$ cat config.mk
export PLATFORM = sky130hd
export DESIGN_NAME = apb_master_bridge
export DESIGN_NICKNAME = d
export VERILOG_FILES = /design/src/rtl/apb_master_bridge.sv
export SDC_FILE = /design/constraint.sdc
export NUM_CORES = 1
export LEC_CHECK = 0
export ABC_AREA = 1
export CAP_MARGIN = 10
export CORE_MARGIN = 4
export CORE_UTILIZATION = 46
export CTS_BUF_LIST = sky130_fd_sc_hd__clkbuf_8
export DETAILED_ROUTE_END_ITERATION = 6
export PLACE_DENSITY = 0.95
export SETUP_SLACK_MARGIN = 0.3
export SLEW_MARGIN = 10
export SYNTH_ARGS = -nofsm -noshare
export SYNTH_HDL_FRONTEND = slang
export SYNTH_SLANG_ARGS = --single-unit
$ cat constraint.sdc
create_clock -name PClk -period 3.9 [get_ports PClk]
set_input_delay 0.78 -clock PClk [delete_from_list [all_inputs] [get_ports PClk]]
set_output_delay 0.78 -clock PClk [all_outputs]
set_load 0.05 [all_outputs]
$ cat src/rtl/apb_master_bridge.sv
// apb_master_bridge: single-outstanding APB3 requester with a wait-state timeout
module apb_master_bridge #(
    parameter int ADDR_WIDTH = 32,
    parameter int DATA_WIDTH = 32,
    parameter int TIMEOUT    = 16
) (
    input  logic                  PClk,
    input  logic                  PRESETn,
    input  logic                  cmd_valid,
    output logic                  cmd_ready,
    input  logic                  cmd_write,
    input  logic [ADDR_WIDTH-1:0] cmd_addr,
    input  logic [DATA_WIDTH-1:0] cmd_wdata,
    output logic                  rsp_valid,
    input  logic                  rsp_ready,
    output logic [DATA_WIDTH-1:0] rsp_rdata,
    output logic                  rsp_err,
    output logic                  PSEL,
    output logic [ADDR_WIDTH-1:0] PADDR,
    output logic                  PENABLE,
    output logic                  PWRITE,
    output logic [DATA_WIDTH-1:0] PWDATA,
    input  logic [DATA_WIDTH-1:0] PRDATA,
    input  logic                  PREADY,
    input  logic                  PSLVERR
);
    localparam int CW = (TIMEOUT < 1) ? 1 : $clog2(TIMEOUT + 1);
    localparam logic [CW-1:0] TO_LIMIT = CW'(TIMEOUT);

    typedef enum logic [1:0] {IDLE, SETUP, ACCESS, RESP} state_t;

    state_t                state_q, state_d;
    logic                  cmd_ready_q, cmd_ready_d;
    logic                  psel_q, psel_d;
    logic                  penable_q, penable_d;
    logic                  pwrite_q, pwrite_d;
    logic [ADDR_WIDTH-1:0] paddr_q, paddr_d;
    logic [DATA_WIDTH-1:0] pwdata_q, pwdata_d;
    logic                  rsp_valid_q, rsp_valid_d;
    logic [DATA_WIDTH-1:0] rsp_rdata_q, rsp_rdata_d;
    logic                  rsp_err_q, rsp_err_d;
    logic [CW-1:0]         wait_q, wait_d;
    logic [CW-1:0]         wait_inc;
    logic                  timeout_hit;

    // saturating wait count and the timeout decision it feeds
    always_comb begin
        wait_inc    = (&wait_q) ? wait_q : wait_q + 1'b1;
        timeout_hit = (TIMEOUT != 0) && (wait_inc == TO_LIMIT);
    end

    // next-state and next-output logic; all outputs come straight from flops
    always_comb begin
        state_d     = state_q;
        cmd_ready_d = cmd_ready_q;
        psel_d      = psel_q;
        penable_d   = penable_q;
        pwrite_d    = pwrite_q;
        paddr_d     = paddr_q;
        pwdata_d    = pwdata_q;
        rsp_valid_d = rsp_valid_q;
        rsp_rdata_d = rsp_rdata_q;
        rsp_err_d   = rsp_err_q;
        wait_d      = wait_q;
        case (state_q)
            IDLE: begin
                cmd_ready_d = 1'b1;
                if (cmd_ready_q && cmd_valid) begin
                    state_d     = SETUP;
                    cmd_ready_d = 1'b0;
                    psel_d      = 1'b1;
                    pwrite_d    = cmd_write;
                    paddr_d     = cmd_addr & ~ADDR_WIDTH'(3);
                    pwdata_d    = cmd_write ? cmd_wdata : '0;
                end
            end
            SETUP: begin
                state_d   = ACCESS;
                penable_d = 1'b1;
                wait_d    = '0;
            end
            ACCESS: begin
                if (PREADY) begin
                    state_d     = RESP;
                    psel_d      = 1'b0;
                    penable_d   = 1'b0;
                    rsp_valid_d = 1'b1;
                    rsp_rdata_d = pwrite_q ? '0 : PRDATA;
                    rsp_err_d   = PSLVERR;
                end else begin
                    wait_d = wait_inc;
                    if (timeout_hit) begin
                        state_d     = RESP;
                        psel_d      = 1'b0;
                        penable_d   = 1'b0;
                        rsp_valid_d = 1'b1;
                        rsp_rdata_d = '0;
                        rsp_err_d   = 1'b1;
                    end
                end
            end
            RESP: begin
                if (rsp_ready) begin
                    state_d     = IDLE;
                    rsp_valid_d = 1'b0;
                    cmd_ready_d = 1'b1;
                end
            end
        endcase
    end

    // state and output registers, cleared asynchronously so the bus drops at once
    always_ff @(posedge PClk or negedge PRESETn) begin
        if (!PRESETn) begin
            state_q     <= IDLE;
            cmd_ready_q <= 1'b0;
            psel_q      <= 1'b0;
            penable_q   <= 1'b0;
            pwrite_q    <= 1'b0;
            paddr_q     <= '0;
            pwdata_q    <= '0;
            rsp_valid_q <= 1'b0;
            rsp_rdata_q <= '0;
            rsp_err_q   <= 1'b0;
            wait_q      <= '0;
        end else begin
            state_q     <= state_d;
            cmd_ready_q <= cmd_ready_d;
            psel_q      <= psel_d;
            penable_q   <= penable_d;
            pwrite_q    <= pwrite_d;
            paddr_q     <= paddr_d;
            pwdata_q    <= pwdata_d;
            rsp_valid_q <= rsp_valid_d;
            rsp_rdata_q <= rsp_rdata_d;
            rsp_err_q   <= rsp_err_d;
            wait_q      <= wait_d;
        end
    end

    assign cmd_ready = cmd_ready_q;
    assign PSEL      = psel_q;
    assign PENABLE   = penable_q;
    assign PWRITE    = pwrite_q;
    assign PADDR     = paddr_q;
    assign PWDATA    = pwdata_q;
    assign rsp_valid = rsp_valid_q;
    assign rsp_rdata = rsp_rdata_q;
    assign rsp_err   = rsp_err_q;

endmodule

* After elaboration in Yosys (flattened, before gate mapping)
Cells that the tools add are included.
** Word-level totals
- Flip-flop bits (word level) :: 107
- Output and inout port bits :: 102
- Word-level logic and storage cells :: 61
** Cells by class
- $add $sub $neg :: 1
- Equality and inequality tests :: 8
- Mux-type cells :: 25
- Reductions and logical operators :: 16
** Operator list (number)
- 2-to-1 mux 32 bit :: 4
- 2-to-1 mux 5 bit :: 2
- case mux 5 bit (2 select lines) :: 1
- AND reduction 2 bit :: 5
- nonzero test 2 bit :: 5
- 2-to-1 mux 1 bit :: 9
- AND reduction 3 bit :: 3
- 2-to-1 mux 2 bit :: 4
- case mux 1 bit (2 select lines) :: 4
- case mux 2 bit (4 select lines) :: 1
- != test 2 bit, second input constant :: 3
- adder 5 x 1 -> 5 bit, second input constant :: 1
- == test 5 bit, second input constant :: 1
- AND reduction 5 bit :: 1
- == test 2 bit, second input constant :: 2
- != test 3 bit, second input constant :: 1
- == test 2 x 1 -> 1 bit, second input constant :: 1
- logical NOT 2 bit :: 1
- logical AND 1 bit :: 1

* Depth between registers and ports, before layout
Gate-level depths: netlist (run 1).
- Depth after elaboration :: 6
- Gate-level depth with buffers :: 13

* Worst setup path before layout (run 1)
No wires, ideal clock.
- Path kind :: register -> register
- From :: register wait_q[0]
- To :: register rsp_rdata_q[0] (netlist: rsp_rdata[0])
- Setup time :: 0.130 ns
- Arrival time :: 1.529 ns
- Required time :: 3.770 ns
- Path slack :: 2.240 ns
- Stages on the path, launching flop included :: 12
- Buffers on the path :: 2
- Cells stage by stage :: dfrtp_1 > ha_1 > nand4_2 > nand2_1 > nor2_2 > nand3_2 > nand2_2 > nand2_2 > buf_6 > buf_6 > nand2_1 > o21ai_1
** Between the ends
- Longest elaborated chain between the ends :: 5
- Elaborated cells on any way between the ends :: 6
** Ends and longest elaborated chain
- from (decl) :: RTL line 42 : logic [CW-1:0] wait_q, wait_d;
- from (signal assigned) :: RTL line 137 : wait_q <= wait_d;
- adder 5 x 1 -> 5 bit / AND reduction 5 bit (equally long branches) :: RTL line 48 : wait_inc = (&wait_q) ? wait_q : wait_q + 1'b1;
- 2-to-1 mux 5 bit (*) :: RTL line 48
- == test 5 bit (*) :: RTL line 49 : timeout_hit = (TIMEOUT != 0) && (wait_inc == TO_LIMIT);
- nonzero test 2 bit (no line) (*)
- AND reduction 2 bit (no line) (*)
- to (signal assigned) :: RTL line 135 : rsp_rdata_q <= rsp_rdata_d;
- to (decl) :: RTL line 40 : logic [DATA_WIDTH-1:0] rsp_rdata_q, rsp_rdata_d;
Mark *: on every way between the ends. The rest lies on a longest branch, timed or not.
A chain may end at the register's enable or synchronous reset.

* Worst setup path in the final report (run 1)
- From :: register wait_q[0]
- To :: register rsp_rdata_q[25] (netlist: rsp_rdata[25])
Same word-level chain as after synthesis.

==> reports/metrics.csv, run 1 <==
stage,metric,value,unit
status,status,completed,
clocking,h-tree-depth,3,
timing,timing.hold.ws,470,ps
floorplan,die_area,0.0112,mm2
run,cap_violations,0,
finish,layout.area.seq,0.00268,mm2
clocking,cts_made_buffers,9,
yosys,synthAdderAreaFrac,1.42,%
yosys,yosys.area.top_type,dfrtp_1,
yosys,synthMuxAreaShare,0,%
worst_setup_path,cp-start-kind,flop,
grt,grt_pass1_wl,20900,um
yosys,async_flop_share,100,%
timing,rsz0062_at_grt,false,
yosys,synth_xor_area_share,0,%
worst_setup_path,r2r_cells,8,
grt,grt_max_degree,94,
worst_setup_path,cp_max_fo,67,
routing,vias,4097,
yosys,synth-compound-area-share,5.27,%
yosys,syn_inst,506,
worst_setup_path,critPathArrivalTime,2770,ps
finish,diodes,0,
floorplan,fp.dieH,106,um
floorplan,ios,205,
pwr,power_leakage,3.18,nW
place,port_buffers,200,
yosys,netlist_area,0.00442,mm2
grt,overflow,0,
yosys,synth_area_leaders,"dfrtp_1 61%, nand2_1 21%, nand3_1 4.4%",
clocking,cts_tree,yes,
pwr,powerDensity,934,mW/mm2
worst_setup_path,cp.required,4150,ps
clocking,clock_path_buffers,2,
floorplan,std_cell_rows,35,
clocking,ctsResizeCount,0,
timing,slew_viol_final,0,
timing,post-route-period-util,64.6,%
finish,area_growth_syn_to_layout,50.7,%
timing,maxSlewHeadroom,16.8,%
clocking,clock_latency,360,ps
yosys,syn_area_per_cell,8.73,um2
clocking,hold_buffers,0,
grt,gr-usage-all-layers,23.2,%
yosys,synth_top_cells_by_count,"253 x nand2_1, 107 x dfrtp_1, 39 x nand3_1",
clocking,clk_pin_slew,110,ps
yosys,synth-seq-cells,107,
yosys,synthMostInstantiatedCell,nand2_1,
routing,ant_nets,0,
timing,fin_setup_tns,0,ps
finish,multiInputGateArea,0.00154,mm2
timing,tightest_slew,1240,ps
worst_setup_path,worstSetupPathType,flop to flop,
timing,max_freq,397,MHz
yosys,synth_top_family_by_area,simple AND/OR/NAND/NOR gates,
routing,drc,0,
clocking,cts_setup_buffers,0,
clocking,cts_num_sinks,107,
floorplan,dieWidth,106,um
clocking,root_buffer,clkbuf_8,
routing,wl,12800,um
grt,grt_pass1_vias,4223,
yosys,ys_seq_area_share,60.6,%
finish,drive_gt1_share,5.02,%
pwr,ir_drop,0.501,mV
place,hpwl,9520,um
yosys,yosys.area_share.simple,27.9,%
routing,drtPass1Iterations,4,
floorplan,initial_core_util,47.6,%
routing,vias_per_cell,4.96,
timing,setup_violations,0,
yosys,yosysTopAreaCellShare,60.6,%
worst_setup_path,r2r_end,rsp_rdata[25]$_DFFE_PN0P_,
worst_setup_path,rrSetupSlack,1380,ps
worst_setup_path,end_kind,flop,
floorplan,core,0.00928,mm2
timing,finalClockSkew,16.0,ps
worst_hold_path,hold_path.class,input pin to async pin,
timing,fin_crit,2520,ps
finish,nNetsFinal,800,
finish,fill_cells,668,
yosys,yosysWarnings,0,
yosys,synth-edff-count,0,
routing,drt-initial-drc-count,232,
worst_setup_path,r2r_start,wait_q[0]$_DFFE_PN0P_,
yosys,ys_types,28,
routing,wl_per_cell,15.5,um
yosys,ys.flop_type,dfrtp_1,
timing,hold_viol,0,
place,routabilityCongestion,0.820,
grt,antenna_found_initial,0,
## layout make-up
type                       instances  share of cell area [%]
tap                              129                    2.42
clock inverter                     7                   0.902
timing repair buffer             204                    30.5
sequential                       107                    40.2
clock buffer                       9                    1.86
inverter                          15                   0.846
multi-input combinational        355                    23.2
## routing by layer
metal	GRT usage (%)	routed length, um	part of all wire, %	vias to the layer above
met5	0	0	0	-
met4	8.79	333	2.6	0
met3	6.98	1120	8.7	27
met2	40.3	6400	50	192
met1	27.0	4960	39	1921
li1	-	-	-	1957
## per-stage QoR
step                      area [um2]  util, %  power, mW  std cells  worst slack [ps]
after global placement          6470     69.7       5.47        810              1380
after global routing            6660     71.7       6.57        826              1100
after floorplan                 4420        -       4.28        507              2240
after CTS                       6650     71.7       6.27        826              1360
final                           6660     71.7       6.22        826              1380
after detailed placement        6470     69.7       5.62        810              1200
## cell usage in the layout (no fill, tap or decap), types with 4 or more instances in the layout
| cell type | Yosys | routed |
|---|---|---|
| buf_4 | 2 | 4 |
| clkbuf_8 | 0 | 9 |
| clkdlybuf4s50_1 | 0 | 199 |
| dfrtp_1 | 107 | 107 |
| ha_1 | 5 | 5 |
| inv_1 | 14 | 14 |
| nand2_1 | 253 | 253 |
| nand3_1 | 39 | 39 |
| nor2_1 | 7 | 5 |
| o21ai_0 | 5 | 5 |
| o21ai_1 | 26 | 26 |
| o21ai_2 | 4 | 4 |
## worst max-delay path by stage
stage                                            to                  start  slack (ps)  depth (start not counted)
final                     rsp_rdata[25]$_DFFE_PN0P_  wait_q[0]$_DFFE_PN0P_        1380                          8
after global routing      rsp_rdata[25]$_DFFE_PN0P_  wait_q[0]$_DFFE_PN0P_        1100                          9
after CTS                 rsp_rdata[25]$_DFFE_PN0P_  wait_q[0]$_DFFE_PN0P_        1360                          9
after detailed placement  rsp_rdata[25]$_DFFE_PN0P_                 PREADY        1200                          5
after global placement    rsp_rdata[24]$_DFFE_PN0P_                 PREADY        1380                          5
after floorplan            rsp_rdata[0]$_DFFE_PN0P_  wait_q[0]$_DFFE_PN0P_        2240                         11
## cells by family after synthesis
kind of cell               after synthesis
DFF                                    107
adders and majority gates                5
AOI/OAI and AO/OA                       41
other                                    1
and+or+nand+nor                        307
buffers and inverters                   45
## flip-flops by register name, summed over array words and instances (netlist names)
register / flops
state_q: 2
PADDR: 30
PWDATA: 32
PENABLE: 1
PWRITE: 1
PSEL: 1
rsp_rdata: 32
rsp_err: 1
wait_q: 5
cmd_ready: 1
rsp_valid: 1
## power breakdown
part	switching [mW]	leakage (nW)	internal (mW)
clock network	0.391	0.0897	0.244
registers	0.292	1.39	1.59
logic	2.53	1.71	1.16
total	3.22	3.18	3.00
## worst max-delay path, cell delays in order (launching register included)
cell     delay [ps]
dfrtp_1         440
ha_1            270
nand4_2         160
nand2_1          90
nor2_2          130
nand3_2         120
nand2_2          90
nand2_2         600
o21ai_0         510
Power figures use the tool's default switching activity.
==> inputs of run 2 (changes only) <==
CORE_UTILIZATION = 43   (was 46)
PLACE_DENSITY = 0.91   (was 0.95)
clock period = 2.6 ns   (was 3.9 ns; I/O delays follow)
==> run 2 against run 1 <==
Effect of this change:
- global-route usage down 2.5 points
- non-clock buffer count is 2 higher
- critical endpoint is now PWRITE
- via count is 0.83% lower
- worst setup slack lost 910 ps
- highest routed layer unchanged
- clock power is 52% higher
- clock skew shrank 4.2 ps
- die area increased by 6.4%
- critical path type is now flop to output pin
- combinational power rose by 50%
==> reports/metrics.csv, run 2 (synthesis results as in run 1) <==
stage,metric,value,unit,change
status,status,completed,,
place,hpwl,9030,um,-5.2%
clocking,clk_pin_slew,110,ps,about the same
routing,vias,4063,,-0.83%
pwr,ir_drop,0.865,mV,+73%
routing,drc,0,,unchanged
worst_setup_path,r2r_cells,7,,-1
timing,timing.hold.ws,47.4,ps,-423 ps
clocking,ctsResizeCount,0,,unchanged
floorplan,core,0.00991,mm2,+6.7%
timing,fin_crit,2130,ps,
clocking,cts_num_sinks,107,,unchanged
routing,wirelength_met1,5020,um,+1.0%
timing,hold_viol,0,,unchanged
grt,antenna_found_initial,0,,unchanged
worst_setup_path,slowest_stage,clkdlybuf4s50_1,,
worst_setup_path,worstSetupPathType,flop to output pin,,
timing,post-route-period-util,81.8,%,
routing,drtPass1Iterations,5,,+1
worst_setup_path,path_delay_family,buffers and inverters,,
routing,wl_per_cell,14.7,um,-5.0%
routing,routed.top_layer,met4,,
grt,grt_pass1_wl,19500,um,-6.7%
finish,layout_commonest_cell,nand2_1,,
finish,final_cell_mix,"253 x nand2_1, 199 x clkdlybuf4s50_1, 107 x dfrtp_1",,
floorplan,die_area,0.0120,mm2,+6.4%
finish,drive_gt1_share,5.29,%,+0.27 points
clocking,clock_latency,360,ps,about the same
routing,vias_per_cell,4.88,,-1.5%
place,routabilityCongestion,0.862,,+5.1%
worst_setup_path,cp-start-kind,flop,,
routing,drt-initial-drc-count,319,,+38%
clocking,cts_made_buffers,9,,unchanged
worst_setup_path,path_cells,clkdlybuf4s50_1,,
floorplan,std_cell_rows,36,,+2.9%
routing,wl,12300,um,-4.3%
timing,tightest_slew,1030,ps,-214 ps
worst_setup_path,cp_num_buf_inv,1,,+1
timing,setup_violations,0,,unchanged
floorplan,fp.dieH,109,um,+3.2%
clocking,clock_path_buffers,2,,unchanged
routing,met3WireLength,1290,um,+15%
floorplan,dieWidth,109,um,+3.2%
timing,max_freq,470,MHz,
floorplan,ios,205,,unchanged
clocking,h-tree-depth,3,,unchanged
floorplan,initial_core_util,44.6,%,-3.0 points
timing,rsz0062_at_grt,false,,
pwr,power,9.32,mW,+50%
grt,gr-usage-all-layers,20.6,%,-2.5 points
worst_hold_path,hold_path.class,input pin to async pin,,
worst_setup_path,cp_max_fo,3,,-96%
worst_setup_path,end_kind,output pin,,
timing,maxSlewHeadroom,31.2,%,+14 points
routing,ant_nets,0,,unchanged
clocking,hold_buffers,0,,unchanged
worst_setup_path,critPathArrivalTime,1610,ps,-1160 ps
finish,area_growth_syn_to_layout,51.9,%,
grt,overflow,0,,unchanged
worst_setup_path,crit_cells,1,,-7
pwr,power_leakage,3.21,nW,+0.85%
worst_setup_path,crit_start,PWRITE$_DFFE_PN0P_,,
routing,wl_met2,5790,um,-9.5%
run,cap_violations,0,,unchanged
place,placed_area,0.00653,mm2,+0.89%
worst_setup_path,rrSetupSlack,640,ps,-740 ps
finish,nNetsFinal,802,,+0.25%
clocking,root_buffer,clkbuf_8,,
worst_setup_path,r2r_end,PWDATA[26]$_DFFE_PN0P_,,
worst_setup_path,r2r_start,state_q[0]$_DFFE_PN0P_,,
pwr,powerDensity,1390,mW/mm2,+49%
grt,grt_max_degree,68,,-28%
timing,fin_setup_tns,0,ps,unchanged
place,port_buffers,200,,unchanged
timing,slew_viol_final,0,,unchanged
finish,diodes,0,,unchanged
grt,grt_pass1_vias,4044,,-4.2%
worst_setup_path,cp.required,2080,ps,-2070 ps
clocking,cts_setup_buffers,0,,unchanged
clocking,cts_tree,yes,,
worst_setup_path,critPathMaxStageDelay,840,ps,+240 ps
worst_setup_path,critical_path.endpoint,PWRITE,,
finish,fin_area,0.00671,mm2,+0.83%
timing,finalClockSkew,11.8,ps,-4.18 ps
[run 2: cell count changes in the layout (fill, tap and decap cells not counted)]
cell,delta
buf_12,+3
inv_8,-2
clkbuf_8,+1
clkinvlp_4,-1
inv_6,+2
buf_6,-1
[run 2: worst min path at each step]
stage | slack [ps] | cells after the start | to
after floorplan | 220 | 0 | PADDR[10]$_DFFE_PN0P_
after global placement | 430 | 1 | rsp_err$_DFFE_PN0P_
after detailed placement | 440 | 1 | rsp_err$_DFFE_PN0P_
after CTS | 30 | 1 | PWDATA[13]$_DFFE_PN0P_
after global routing | 40 | 1 | PWDATA[19]$_DFFE_PN0P_
final | 50 | 1 | PWDATA[13]$_DFFE_PN0P_
[run 2: power breakdown]
part	internal, mW	total, mW	switching (mW)
Clock	0.386	0.964	0.578
Combinational	1.76	5.54	3.78
Sequential	2.39	2.81	0.424
Total	4.54	9.32	4.78
[run 2: per-stage QoR]
| stage | utilization, % | setup WS [ps] | std cells |
|---|---|---|---|
| finish | 67.7 | 474 | 832 |
| global route | 67.7 | 390 | 832 |
| CTS | 67.7 | 448 | 832 |
| detailed placement | 65.9 | 422 | 816 |
| global placement | 65.9 | 466 | 816 |
| floorplan | - | 940 | 507 |
[run 2: cell type report]
cell class                      count  area, um2
Clock buffer                       10        138
Clock inverter                      6       47.5
Fill cell                         757       3200
Inverter                           15       56.3
Multi-Input combinational cell    355       1540
Sequential cell                   107       2680
Tap cell                          133        166
Timing Repair Buffer              206       2080
[run 2: layer usage]
metal / vias up / global-route usage [%]
met1: 1893 / 26.0
li1: 1962 / -
met2: 191 / 33.7
met5: - / 0
met4: 0 / 6.68
met3: 17 / 6.81
